### config.mk
export PLATFORM = sky130hd
export DESIGN_NAME = block_sync_rx
export DESIGN_NICKNAME = d
export VERILOG_FILES = /design/src/rtl/block_sync_rx.sv
export SDC_FILE = /design/constraint.sdc
export NUM_CORES = 1
export LEC_CHECK = 0
export BUFFER_PORTS_ARGS = -buffer_cell sky130_fd_sc_hd__buf_2
export CORE_ASPECT_RATIO = 0.5
export CORE_MARGIN = 4
export CORE_UTILIZATION = 43
export CTS_CLUSTER_DIAMETER = 200
export DETAILED_ROUTE_END_ITERATION = 6
export GPL_ROUTABILITY_DRIVEN = 0
export PLACE_DENSITY = 0.82
export SETUP_SLACK_MARGIN = 0.05
export SLEW_MARGIN = 25
export SYNTH_ARGS = -nofsm -noshare
export SYNTH_HDL_FRONTEND = slang
export SYNTH_SLANG_ARGS = --single-unit
### constraint.sdc
create_clock -name clk -period 4.6 [get_ports clk]
set_input_delay 0.92 -clock clk [delete_from_list [all_inputs] [get_ports clk]]
set_output_delay 0.92 -clock clk [all_outputs]
set_load 0.1 [all_outputs]
### src/rtl/block_sync_rx.sv
// Receive block synchroniser: validates 2-bit sync headers, slips the gearbox until aligned, flags block lock.
// Latency: one cycle from head_i/data_i to head_o/data_o/valid_o.
// Backpressure: none; one header is evaluated per valid_i beat, and idle cycles hold all counters.
module block_sync_rx #(
  parameter int HEAD_W       = 2,
  parameter int DATA_W       = 64,
  parameter int SH_CNT_MAX   = 64,
  parameter int SH_INVLD_MAX = 16,
  parameter int SLIP_WAIT    = 2
) (
  input  logic              clk,
  input  logic              reset,
  input  logic              pma_lock_v_i,
  input  logic              valid_i,
  input  logic [HEAD_W-1:0] head_i,
  input  logic [DATA_W-1:0] data_i,
  output logic              slip_v_o,
  output logic              lock_v_o,
  output logic              valid_o,
  output logic [HEAD_W-1:0] head_o,
  output logic [DATA_W-1:0] data_o
);

  localparam int SH_CNT_W = $clog2(SH_CNT_MAX + 1);
  localparam int INVLD_W  = $clog2(SH_INVLD_MAX + 1);
  localparam int WAIT_W   = (SLIP_WAIT < 1) ? 1 : $clog2(SLIP_WAIT + 1);

  localparam logic [SH_CNT_W-1:0] CNT_LAST   = SH_CNT_W'(SH_CNT_MAX);
  localparam logic [INVLD_W-1:0]  INVLD_LAST = INVLD_W'(SH_INVLD_MAX);
  localparam logic [WAIT_W-1:0]   WAIT_LAST  = WAIT_W'(SLIP_WAIT);

  typedef enum logic [1:0] {
    ST_TEST      = 2'd0,
    ST_SLIP      = 2'd1,
    ST_SLIP_WAIT = 2'd2
  } state_t;

  state_t              state, state_n;
  logic [SH_CNT_W-1:0] sh_cnt, sh_cnt_n, sh_cnt_inc;
  logic [INVLD_W-1:0]  sh_invld_cnt, sh_invld_cnt_n, sh_invld_inc;
  logic [WAIT_W-1:0]   wait_cnt, wait_cnt_n, wait_inc;
  logic                lock_n;
  logic                sh_ok;

  // A legal header has exactly one of its two bits set.
  assign sh_ok = head_i[0] ^ head_i[1];

  // The slip pulse is the single cycle spent in SLIP.
  assign slip_v_o = (state == ST_SLIP);

  // Next-state and counter update for the lock state machine.
  always_comb begin
    state_n        = state;
    sh_cnt_n       = sh_cnt;
    sh_invld_cnt_n = sh_invld_cnt;
    wait_cnt_n     = wait_cnt;
    lock_n         = lock_v_o;
    sh_cnt_inc     = sh_cnt + SH_CNT_W'(1);
    sh_invld_inc   = sh_invld_cnt + INVLD_W'(1);
    wait_inc       = wait_cnt + WAIT_W'(1);

    if (!pma_lock_v_i) begin
      // Loss of CDR lock restarts acquisition without asking the gearbox to slip.
      state_n        = ST_TEST;
      sh_cnt_n       = '0;
      sh_invld_cnt_n = '0;
      wait_cnt_n     = '0;
      lock_n         = 1'b0;
    end else begin
      case (state)
        ST_TEST: begin
          if (valid_i) begin
            sh_cnt_n = sh_cnt_inc;
            if (sh_ok) begin
              if (sh_cnt_inc == CNT_LAST) begin
                // A clean full window grants lock; any window end restarts counting.
                if (sh_invld_cnt == '0) lock_n = 1'b1;
                sh_cnt_n       = '0;
                sh_invld_cnt_n = '0;
              end
            end else begin
              sh_invld_cnt_n = sh_invld_inc;
              if (!lock_v_o || (sh_invld_inc == INVLD_LAST)) begin
                // Unlocked: any bad header means misalignment. Locked: too many bad headers.
                lock_n         = 1'b0;
                state_n        = ST_SLIP;
                sh_cnt_n       = '0;
                sh_invld_cnt_n = '0;
              end else if (sh_cnt_inc == CNT_LAST) begin
                sh_cnt_n       = '0;
                sh_invld_cnt_n = '0;
              end
            end
          end
        end
        ST_SLIP: begin
          sh_cnt_n       = '0;
          sh_invld_cnt_n = '0;
          wait_cnt_n     = '0;
          state_n        = ST_SLIP_WAIT;
        end
        ST_SLIP_WAIT: begin
          // Headers during gearbox realignment are meaningless, so only beats are counted.
          if (valid_i) begin
            if (wait_inc == WAIT_LAST) begin
              wait_cnt_n     = '0;
              sh_cnt_n       = '0;
              sh_invld_cnt_n = '0;
              state_n        = ST_TEST;
            end else begin
              wait_cnt_n = wait_inc;
            end
          end
        end
        default: begin
          state_n        = ST_TEST;
          sh_cnt_n       = '0;
          sh_invld_cnt_n = '0;
          wait_cnt_n     = '0;
          lock_n         = 1'b0;
        end
      endcase
    end
  end

  // State, counters, lock flag and the one-cycle forwarding register.
  always_ff @(posedge clk) begin
    if (reset) begin
      state        <= ST_TEST;
      sh_cnt       <= '0;
      sh_invld_cnt <= '0;
      wait_cnt     <= '0;
      lock_v_o     <= 1'b0;
      valid_o      <= 1'b0;
      head_o       <= '0;
      data_o       <= '0;
    end else begin
      state        <= state_n;
      sh_cnt       <= sh_cnt_n;
      sh_invld_cnt <= sh_invld_cnt_n;
      wait_cnt     <= wait_cnt_n;
      lock_v_o     <= lock_n;
      // Using the next lock value forwards the locking beat and suppresses the dropping one.
      valid_o      <= valid_i & lock_n & pma_lock_v_i;
      if (valid_i) begin
        head_o <= head_i;
        data_o <= data_i;
      end
    end
  end

endmodule

### Word-level counts from Yosys, hierarchy flattened

Index checks and enable logic that the tools add are counted.

* register bits after elaboration: 84
* latch bits: 0
* memory bits (writable): 0
* ROM bits: 0
* input port bits: 70
* output and inout port bits: 69
* memories: 0

* $add $sub $neg: 3
* multiply operators: 0
* divide/modulo/power cells: 0
* $lt $le $gt $ge: 0
* equality and inequality tests: 11
* shift-type cells: 0
* mux-type cells: 31
* bitwise gates (word level): 5
* reduce and logical (&&, ||, !) cells: 10

Operator list (number)
* $mux 7: 6
* $mux 5: 7
* $mux 2: 7
* $pmux 7 s2: 1
* $ne 2x2->1 const B: 5
* $pmux 5 s2: 1
* $add 7x1->7 const B: 1
* $eq 7x7->1 const B: 1
* $mux 1: 6
* $pmux 2 s3: 1
* $add 5x1->5 const B: 1
* $eq 5x5->1 const B: 1
* $logic_not 5->1: 1
* $reduce_and 5->1: 1
* $eq 2x2->1 const B: 2
* $pmux 2 s2: 1
* $reduce_and 4->1: 1
* $reduce_or 2->1: 2
* $ne 3x3->1 const B: 1
* $reduce_and 3->1: 1
* $add 2x1->2 const B: 1
* $and 1x1->1: 2
* $eq 2x1->1 const B: 1
* $logic_not 2->1: 1
* other kinds (6): 7

### Logic depth before layout (Yosys ltp)

Gate-level depths: netlist (run 1).

* word-level depth: 10
* gate-level depth with buffers: 8
* depth with buffers taken out: 7

### Least setup slack after synthesis (run 1)

No wires, ideal clock.

* path type: reg-to-output
* start: reg state[1]
* end: out slip_v_o
* arrival time: 1.172 ns
* path slack: 2.508 ns
* cell stages (with the launch flop): 3
* buffers on the path: 0
* path through: dfxtp_1 > inv_1 > ha_1

* word-level cells in the longest chain between the ends: 1

Ends and longest elaborated chain
* start, declared: RTL line 38 `state_t state, state_n;`
* start signal, assigned: RTL line 138 `state <= state_n;`
* $eq 2x1->1: RTL line 49 `assign slip_v_o = (state == ST_SLIP);`
* end, declared: RTL line 17 `output logic slip_v_o,`

Every way passes these cells.

### Worst setup path in the final report (run 1)

Ends and elaborated chain as after synthesis.

==> results.ini, run 1 <==
[logic_synthesis]
synthesis.instances=345
synthFlopType=dfxtp_1
synth-seq-cells=84
synth_async_sr_flop_share_pct=0
yosysSeqAreaShare_pct=48.61
yosysWarningCount=0
synth.most_common_cell=dfxtp_1
syn-num-nets=422
synth_top_cell_by_area=dfxtp_1
synthTopCellsByCount=84 x dfxtp_1, 70 x nor2_1, 66 x mux2i_1
yosys-top-cells-area=dfxtp_1 49%, mux2i_1 19%, nor2_1 7.6%, ha_1 2.5%, a21oi_1 1.4%
synth_edf_count=0
syn_area_um2=3460
synth_cell_types=48
syn_avg_cell_area_um2=10.03
synth_top_area_share_pct=48.61

[route]
first_iter_violations=181
wl_mm=8.072
vias=2895
drc=0
wire_per_inst_um=13.70
drt-pass1-iter-count=4
vias_per_cell=4.915
drt.antenna.violating_nets=0

[setup_path]
cp_cell_sequence=inv_1 -> ha_1 -> buf_2
cpMaxStageDelayCell=buf_2
cp-end-kind=output port
r2r-start=sh_cnt[0]$_SDFFE_PP0P_
critPathMaxStageDelay_ns=0.44
crit_type=flop to output port
critical-path-top-delay-family=buffers and inverters
crit_buf_inv=2
startpoint=state[1]$_SDFFE_PP0P_
start_kind=flop
worst_ep_arrival_time_ns=1.38
path_max_fanout=4
critPathRequiredTime_ns=3.68

[clock_network]
cts.repair.resized=0
cts_setup_buffers=0
cts_max_level=3
clk_pin_slew_ns=0.06
cts-buffers-inserted=9
cts_sinks=84
cts_hold_repair.buffers=0
cts_buffer_depth=2
cts_tree=built
ctsRootBufferMaster=clkbuf_16
clk-insertion-delay-late_ns=0.33

[pwr]
p_leak_nw=2.219
pwr-share-seq_pct=39.5
comb_power_share_pct=21.6
clkPwrFrac_pct=38.9
irDropWorstVdd_mv=0.2405
intPower_w=0.001340
p_sw_share_pct=32.16
p_per_area_nw_per_um2=436.6
switchingPower_w=0.0006355

[timing]
relSlewSlack_pct=41.07
worstMarginPinSlew_ns=0.8831
hold_violations=0
tns_ns=0
finClkSkew_ns=0.002593
period_needed_ns=2.302
rsz0062_at_grt=false
setup_viol=0
period_share_pct=50.04
slew_viol_final=0
fmax_mhz=434.4

[floorplanning]
die_h_um=71.43
rows=22
dieArea_um2=9632
dieWidth_um=134.9
ioPinCount=139
core-area_um2=7570
initial_core_util_pct=45.70

[global_route]
grt_max_degree=67
grtUsageMet1_pct=18.77
first_global_vias=2771
grt.overflow.total=0
antenna_found_initial=0
grt_usage_pct=16.56
met2_usage_pct=29.77
busiest_layer=met2
grt_util_met3_pct=5.400
grt_pass1_wl_mm=12.97

[finish]
final_util_pct=59.79
num_antenna_cells=0
syn_to_final_growth_pct=30.81
nNetsFinal=553
register_area_um2=1682
drive_above_1_share_pct=34.30
fillCellCount=626
instances_no_fill=589
multiInputGateArea_um2=1648

[place]
dp.cells=573
hpwl_mm=5.709
portBuffers=138

[worst_hold_path]
hold_class=flop to flop
worstHoldStart=data_o[31]$_SDFFE_PP0P_

[flow_run]
cap_viol_max_count=0

[run_status]
outcome=completed

through the flow:
stage	setup slack, ns	total power, W	cell area, um2	hold slack (ns)
final	2.298	0.001976	4526	0.4842
after global routing	2.217	0.002050	4526	0.5080
after CTS	2.278	0.001992	4526	0.4891
after detailed placement	1.969	0.001223	4199	0.4788
after global placement	2.067	0.001218	4199	0.4665
after floorplan	2.508	0.001142	3460	0.4621
area by class of cell:
cell class	instances	share of cell area, %
tap	108	2.986
multi-input combinational	234	36.41
clock buffer	10	5.281
inverter	7	0.5806
timing repair buffer	140	15.65
sequential	84	37.16
clock inverter	6	1.935
per-layer routing:
metal	routed length, um	share of wire [%]
met5	0	0
met4	157	1.9
met3	336	4.2
met2	4238	53
met1	3339	41
power by group through the flow:
stage / combinational (W) / sequential, W / clock, W
2_1_floorplan: 0.000101 / 0.00104 / 0
3_3_place_gp: 0.000423 / 0.000795 / 0
3_5_place_dp: 0.000427 / 0.000796 / 0
4_1_cts: 0.000428 / 0.000781 / 0.000783
5_1_grt: 0.000446 / 0.000784 / 0.000820
6_report: 0.000426 / 0.000781 / 0.000769
flip-flops by register name (all words and copies together) (netlist names):
signal	count
data_o	64
valid_o	1
lock_v_o	1
wait_cnt	2
head_o	2
state	2
sh_invld_cnt	5
sh_cnt	7
cell usage in the layout (no fill, tap or decap), types with 2 or more instances in the layout:
cell type     n
a21oi_1      10
o2bb2ai_1     4
bufinv_16     2
buf_2       137
o211ai_1      4
and3_1        3
nand2b_1      4
buf_4         3
a31oi_1       5
dfxtp_1      84
nor2_1       70
a211oi_1      2
xor2_1        2
nand3_1       9
clkbuf_16     9
inv_1         7
clkinvlp_4    3
a41oi_1       2
a311oi_1      3
nand4b_1      2
o21ai_0       4
nand4_1       3
nor2b_1       2
ha_1          7
nor3b_1       2
mux2i_1      66
nand2_1       9
tightest hold or removal path, delay by kind of cell, from the launching register on:
kind | cells | cell delay [ns]
flops | 1 | 0.32
mux | 1 | 0.06
simple gates | 1 | 0.07
final timing paths:
check                                                    end  slack (ns)  cells after the start
worst max-delay path                                slip_v_o        2.30                      3
worst min-delay path                 data_o[31]$_SDFFE_PP0P_        0.48                      2
worst min register to register       data_o[31]$_SDFFE_PP0P_        0.48                      2
worst max register to register  sh_invld_cnt[1]$_SDFFE_PP0P_        2.52                      5
kinds of logic after synthesis:
family | Yosys count | synth area share, %
AOI/OAI and AO/OA | 46 | 10.02
adders and majority gates | 7 | 2.532
xor gates and xnor gates | 3 | 0.9767
DFF | 84 | 48.61
buffers and inverters | 27 | 3.761
and+or+nand+nor | 112 | 15.01
muxes | 66 | 19.10
Note: power is estimated with default switching activity, not from simulation.
==> inputs of run 2 (changes only) <==
clock period = 2.3 ns   (was 4.6 ns; I/O delays follow)
==> run 2 against run 1 <==
- combinational power increased by 100%
- first-iteration DRC count grew 20%
- clock-buffer cell count rose by 1
- worst hold slack got worse by 0.12 ns
- design area fell by 0.86%
- via count up 1.5%
- critical path depth up 2
- sequential share of layout area is 0.32 points higher
- wire length increased by 3.3%
- non-clock buffer count is 4 higher
- clock skew up 0.00074 ns
- core utilization shrank 0.51 points
==> results.ini, run 2 (synthesis results as in run 1) <==
[run_status]
outcome=completed

[finish]
num_antenna_cells=0
drive_above_1_share_pct=34.37
largest_reg_flops=64
top_register=data_o
final_cell_mix=137 x buf_2, 84 x dfxtp_1, 70 x nor2_1, 66 x mux2i_1, 10 x a21oi_1
fillCellCount=643
final_util_pct=59.27
final_common_cell=buf_2
reg.largest.list=data_o x64, sh_cnt x7, sh_invld_cnt x5
fin_area_um2=4487
syn_to_final_growth_pct=29.69
nNetsFinal=557

[timing]
finClkSkew_ns=0.003335
rsz0062_at_grt=false
period_needed_ns=2.035
worstMarginPinSlew_ns=0.8355
hold_violations=0
setup_slack_ns=0.2652
setup_viol=0
slew_viol_final=0
fmax_mhz=491.4
period_share_pct=88.47
tns_ns=0
relSlewSlack_pct=44.25

[pwr]
total_power_w=0.003693
p_per_area_nw_per_um2=823.1
clkPwrFrac_pct=34.5
pwr-share-seq_pct=42.3
p_leak_nw=2.218
switchingPower_w=0.001242
p_sw_share_pct=33.64
intPower_w=0.002450
comb_power_share_pct=23.3
irDropWorstVdd_mv=0.5906

[setup_path]
critical-path-top-delay-family=compound AO/OA/AOI/OAI gates
crit_type=flop to flop
cp-end-kind=flop
crit_end=valid_o$_SDFF_PP0_
crit_cells=5
rr_endpoint=valid_o$_SDFF_PP0_
rr_worst_depth=5
r2r_slack_ns=0.27
cp_cell_sequence=and3_1 -> a21oi_1 -> o2111ai_1 -> o21ba_1 -> and4bb_1
startpoint=sh_cnt[0]$_SDFFE_PP0P_
critPathMaxStageDelay_ns=0.68
critPathRequiredTime_ns=2.52
crit_buf_inv=0
r2r-start=sh_cnt[0]$_SDFFE_PP0P_
start_kind=flop
path_max_fanout=11
worst_ep_arrival_time_ns=2.26
cpMaxStageDelayCell=o2111ai_1

[place]
placed_area_um2=4229
portBuffers=138
dp_worst_setup_slack_ns=0.3242
hpwl_mm=6.112

[flow_run]
cap_viol_max_count=0

[route]
drc=0
wl_mm=8.335
wire_per_inst_um=14.10
vias=2939
first_iter_violations=217
drt-pass1-iter-count=4
vias_per_cell=4.973
drt.antenna.violating_nets=0

[floorplanning]
ioPinCount=139
initial_core_util_pct=45.70
core-area_um2=7570
dieArea_um2=9632
dieWidth_um=134.9
rows=22
die_h_um=71.43

[worst_hold_path]
hold_class=input port to flop

[clock_network]
cts_tree=built
ctsRootBufferMaster=clkbuf_16
cts.repair.resized=0
cts_max_level=3
clk_pin_slew_ns=0.06
cts_hold_repair.buffers=0
cts_sinks=84
cts_buffer_depth=2
cts_setup_buffers=0
cts-buffers-inserted=9
clk-insertion-delay-late_ns=0.33

[global_route]
grt_pass1_wl_mm=13.77
grt.overflow.total=0
grt_usage_pct=17.68
antenna_found_initial=0
grt_max_degree=67
first_global_vias=2897

## run 2: cell count changes in the layout (fill, tap and decap cells not counted), sizes merged
cell      change
bufinv        -2
clkbuf        +1
clkinvlp      -3
buf           +4
clkinv        +2
## run 2: area by class of cell
type / instances / area [um2] / area share [%]
Sequential cell: 84 / 1682 / 37.48
Multi-Input combinational cell: 234 / 1648 / 36.73
Timing Repair Buffer: 144 / 738.2 / 16.45
Clock buffer: 11 / 242.7 / 5.410
Tap cell: 108 / 135.1 / 3.012
Inverter: 7 / 26.28 / 0.5856
Clock inverter: 3 / 15.01 / 0.3346
## run 2: routing by layer
layer / wire, um / global-route usage [%]
met1: 3432 / 19.84
met2: 4476 / 32.87
met4: 60 / 5.192
met5: 0 / 0
met3: 366 / 5.119
## run 2: worst min-delay path: stages
cell,delay (ns)
buf_2,0.07
mux2i_1,0.05
nor2_1,0.07
## run 2: how the worst min path moves through the flow
stage | from | end | slack, ns | depth (start not counted)
global placement | data_o[61]$_SDFFE_PP0P_ | data_o[61]$_SDFFE_PP0P_ | 0.47 | 2
finish | data_i[15] | data_o[15]$_SDFFE_PP0P_ | 0.36 | 3
detailed placement | data_o[17]$_SDFFE_PP0P_ | data_o[17]$_SDFFE_PP0P_ | 0.48 | 2
floorplan | wait_cnt[1]$_SDFFE_PP0P_ | wait_cnt[1]$_SDFFE_PP0P_ | 0.46 | 1
CTS | data_i[41] | data_o[41]$_SDFFE_PP0P_ | 0.35 | 3
global route | data_i[30] | data_o[30]$_SDFFE_PP0P_ | 0.35 | 3
## run 2: per-stage QoR
step	hold slack [ns]	cells
final	0.3643	591
after global routing	0.3550	591
after CTS	0.3520	591
after detailed placement	0.4779	577
after global placement	0.4674	577
after floorplan	0.4621	345
## run 2: power groups by stage
stage / Clock (W) / Combinational [W] / Sequential, W
floorplan: 0 / 0.000202 / 0.00208
global placement: 0 / 0.000854 / 0.00159
detailed placement: 0 / 0.000862 / 0.00159
CTS: 0.00131 / 0.000864 / 0.00156
global route: 0.00137 / 0.000900 / 0.00157
finish: 0.00127 / 0.000860 / 0.00156
==> inputs of run 3 (changes only) <==
HOLD_SLACK_MARGIN = 0.15   (was not set)
PLACE_DENSITY = 0.72   (was 0.82)
==> run 3 against run 2 <==
- critical path type unchanged
- sequential power barely moved
- critical path depth rose by 2
- largest power group unchanged
- die area did not move
==> results.ini, run 3 (synthesis results as in run 1) <==
[run_status]
outcome=completed

[timing]
setup_viol=0
worstMarginPinSlew_ns=0.6872
tns_ns=0
hold_violations=0
slew_viol_final=0
relSlewSlack_pct=54.19
finClkSkew_ns=0.004521
period_share_pct=84.66
rsz0062_at_grt=false
fmax_mhz=513.6
period_needed_ns=1.947

[clock_network]
cts.repair.resized=0
cts_max_level=3
cts-buffers-inserted=9
cts_hold_repair.buffers=0
cts_tree=built
cts_setup_buffers=0
cts_sinks=84
clk-insertion-delay-late_ns=0.33
clk_pin_slew_ns=0.06
cts_buffer_depth=2
ctsRootBufferMaster=clkbuf_16

[setup_path]
cp-end-kind=flop
rr_endpoint=sh_invld_cnt[4]$_SDFFE_PP0P_
rr_worst_depth=7
path_max_fanout=8
critical-path-top-delay-family=compound AO/OA/AOI/OAI gates
critPathMaxStageDelay_ns=0.38
crit_type=flop to flop
r2r-start=state[0]$_SDFFE_PP0P_
start_kind=flop
r2r_slack_ns=0.35
cp_cell_sequence=inv_1 -> ha_1 -> nor2_1 -> a2bb2oi_2 -> a21oi_1 -> o21a_1 -> o2bb2ai_1
worst_ep_arrival_time_ns=2.16
critPathRequiredTime_ns=2.52
crit_buf_inv=1
cpMaxStageDelayCell=dfxtp_1

[route]
vias_per_cell=4.895
drt-pass1-iter-count=4
wl_met1_mm=3.437
vias=2898
drc=0
wl_met3_um=308
drt.antenna.violating_nets=0
dr_wl_met2_mm=4.075
first_iter_violations=157
wl_mm=7.929
wire_per_inst_um=13.39
routed.top_layer=met4

[floorplanning]
dieArea_um2=9632
ioPinCount=139
dieWidth_um=134.9
rows=22
die_h_um=71.43
core-area_um2=7570
initial_core_util_pct=45.70

[global_route]
grt_usage_pct=16.62
antenna_found_initial=0
first_global_vias=2650
grt_pass1_wl_mm=13.03
grt_max_degree=67
grt.overflow.total=0

[finish]
num_antenna_cells=0
top_register=data_o
fillCellCount=650
nNetsFinal=556
instances_no_fill=592
final_cell_mix=137 x buf_2, 84 x dfxtp_1, 70 x nor2_1, 66 x mux2i_1, 10 x a21oi_1
reg.largest.list=data_o x64, sh_cnt x7, sh_invld_cnt x5
largest_reg_flops=64
final_common_cell=buf_2
drive_above_1_share_pct=34.50
syn_to_final_growth_pct=31.18

[pwr]
irDropWorstVdd_mv=0.5183
p_per_area_nw_per_um2=848.8
p_leak_nw=2.236

[worst_hold_path]
worstHoldStart=data_i[7]
worstHoldPathCells=3
hold_class=input port to flop
whs_endpoint=data_o[7]$_SDFFE_PP0P_

[place]
hpwl_mm=5.778
dp.cells=576
portBuffers=138

[flow_run]
cap_viol_max_count=0

## run 3: changes by cell type in the layout (fill, tap and decap cells not counted), sizes merged
| cell | previous run | this run |
|---|---|---|
| buf | 144 | 143 |
| bufinv | 0 | 1 |
| clkinv | 3 | 4 |
## run 3: layout make-up
| type | instances | area [um2] | share of cell area, % |
|---|---|---|---|
| Clock buffer | 11 | 242.7 | 5.349 |
| Tap cell | 108 | 135.1 | 2.978 |
| Sequential cell | 84 | 1682 | 37.06 |
| Clock inverter | 5 | 61.31 | 1.351 |
| Multi-Input combinational cell | 234 | 1648 | 36.31 |
| Inverter | 7 | 26.28 | 0.5790 |
| Timing Repair Buffer | 143 | 743.2 | 16.38 |
## run 3: metrics by stage
step / utilization [%] / hold WS, ns / total power (W) / worst slack, ns / area (um2)
6_report: 59.95 / 0.3633 / 0.003852 / 0.3529 / 4538
5_1_grt: 59.95 / 0.3638 / 0.003998 / 0.2293 / 4538
4_1_cts: 59.95 / 0.3547 / 0.003891 / 0.3749 / 4538
3_5_place_dp: 55.93 / 0.4742 / 0.002450 / 0.3856 / 4234
3_3_place_gp: 55.93 / 0.4668 / 0.002441 / 0.4895 / 4234
2_1_floorplan: - / 0.4621 / 0.002284 / 0.2755 / 3460
## run 3: power by group
group,internal (W),switching (W)
sequential,0.00153,0.0000328
combinational,0.000182,0.000675
clock,0.000874,0.000562
## run 3: routing by layer
metal | vias to the layer above | GRT usage, %
met5 | - | 0
met4 | 0 | 5.305
met3 | 8 | 5.119
met2 | 56 | 29.44
met1 | 1361 | 19.45
li1 | 1473 | -
## run 3: how the worst max path moves through the flow
| stage | cells after the start | endpoint | from |
|---|---|---|---|
| 2_1_floorplan | 5 | sh_invld_cnt[1]$_SDFFE_PP0P_ | lock_v_o$_SDFF_PP0_ |
| 3_3_place_gp | 7 | sh_invld_cnt[1]$_SDFFE_PP0P_ | state[0]$_SDFFE_PP0P_ |
| 3_5_place_dp | 7 | sh_invld_cnt[4]$_SDFFE_PP0P_ | state[0]$_SDFFE_PP0P_ |
| 4_1_cts | 7 | sh_invld_cnt[4]$_SDFFE_PP0P_ | state[0]$_SDFFE_PP0P_ |
| 5_1_grt | 7 | sh_invld_cnt[4]$_SDFFE_PP0P_ | state[0]$_SDFFE_PP0P_ |
| 6_report | 7 | sh_invld_cnt[4]$_SDFFE_PP0P_ | state[0]$_SDFFE_PP0P_ |
## run 3: worst min-delay path: stages
cell and delay, ns:
buf_2 0.07, mux2i_1 0.05, nor2_1 0.07
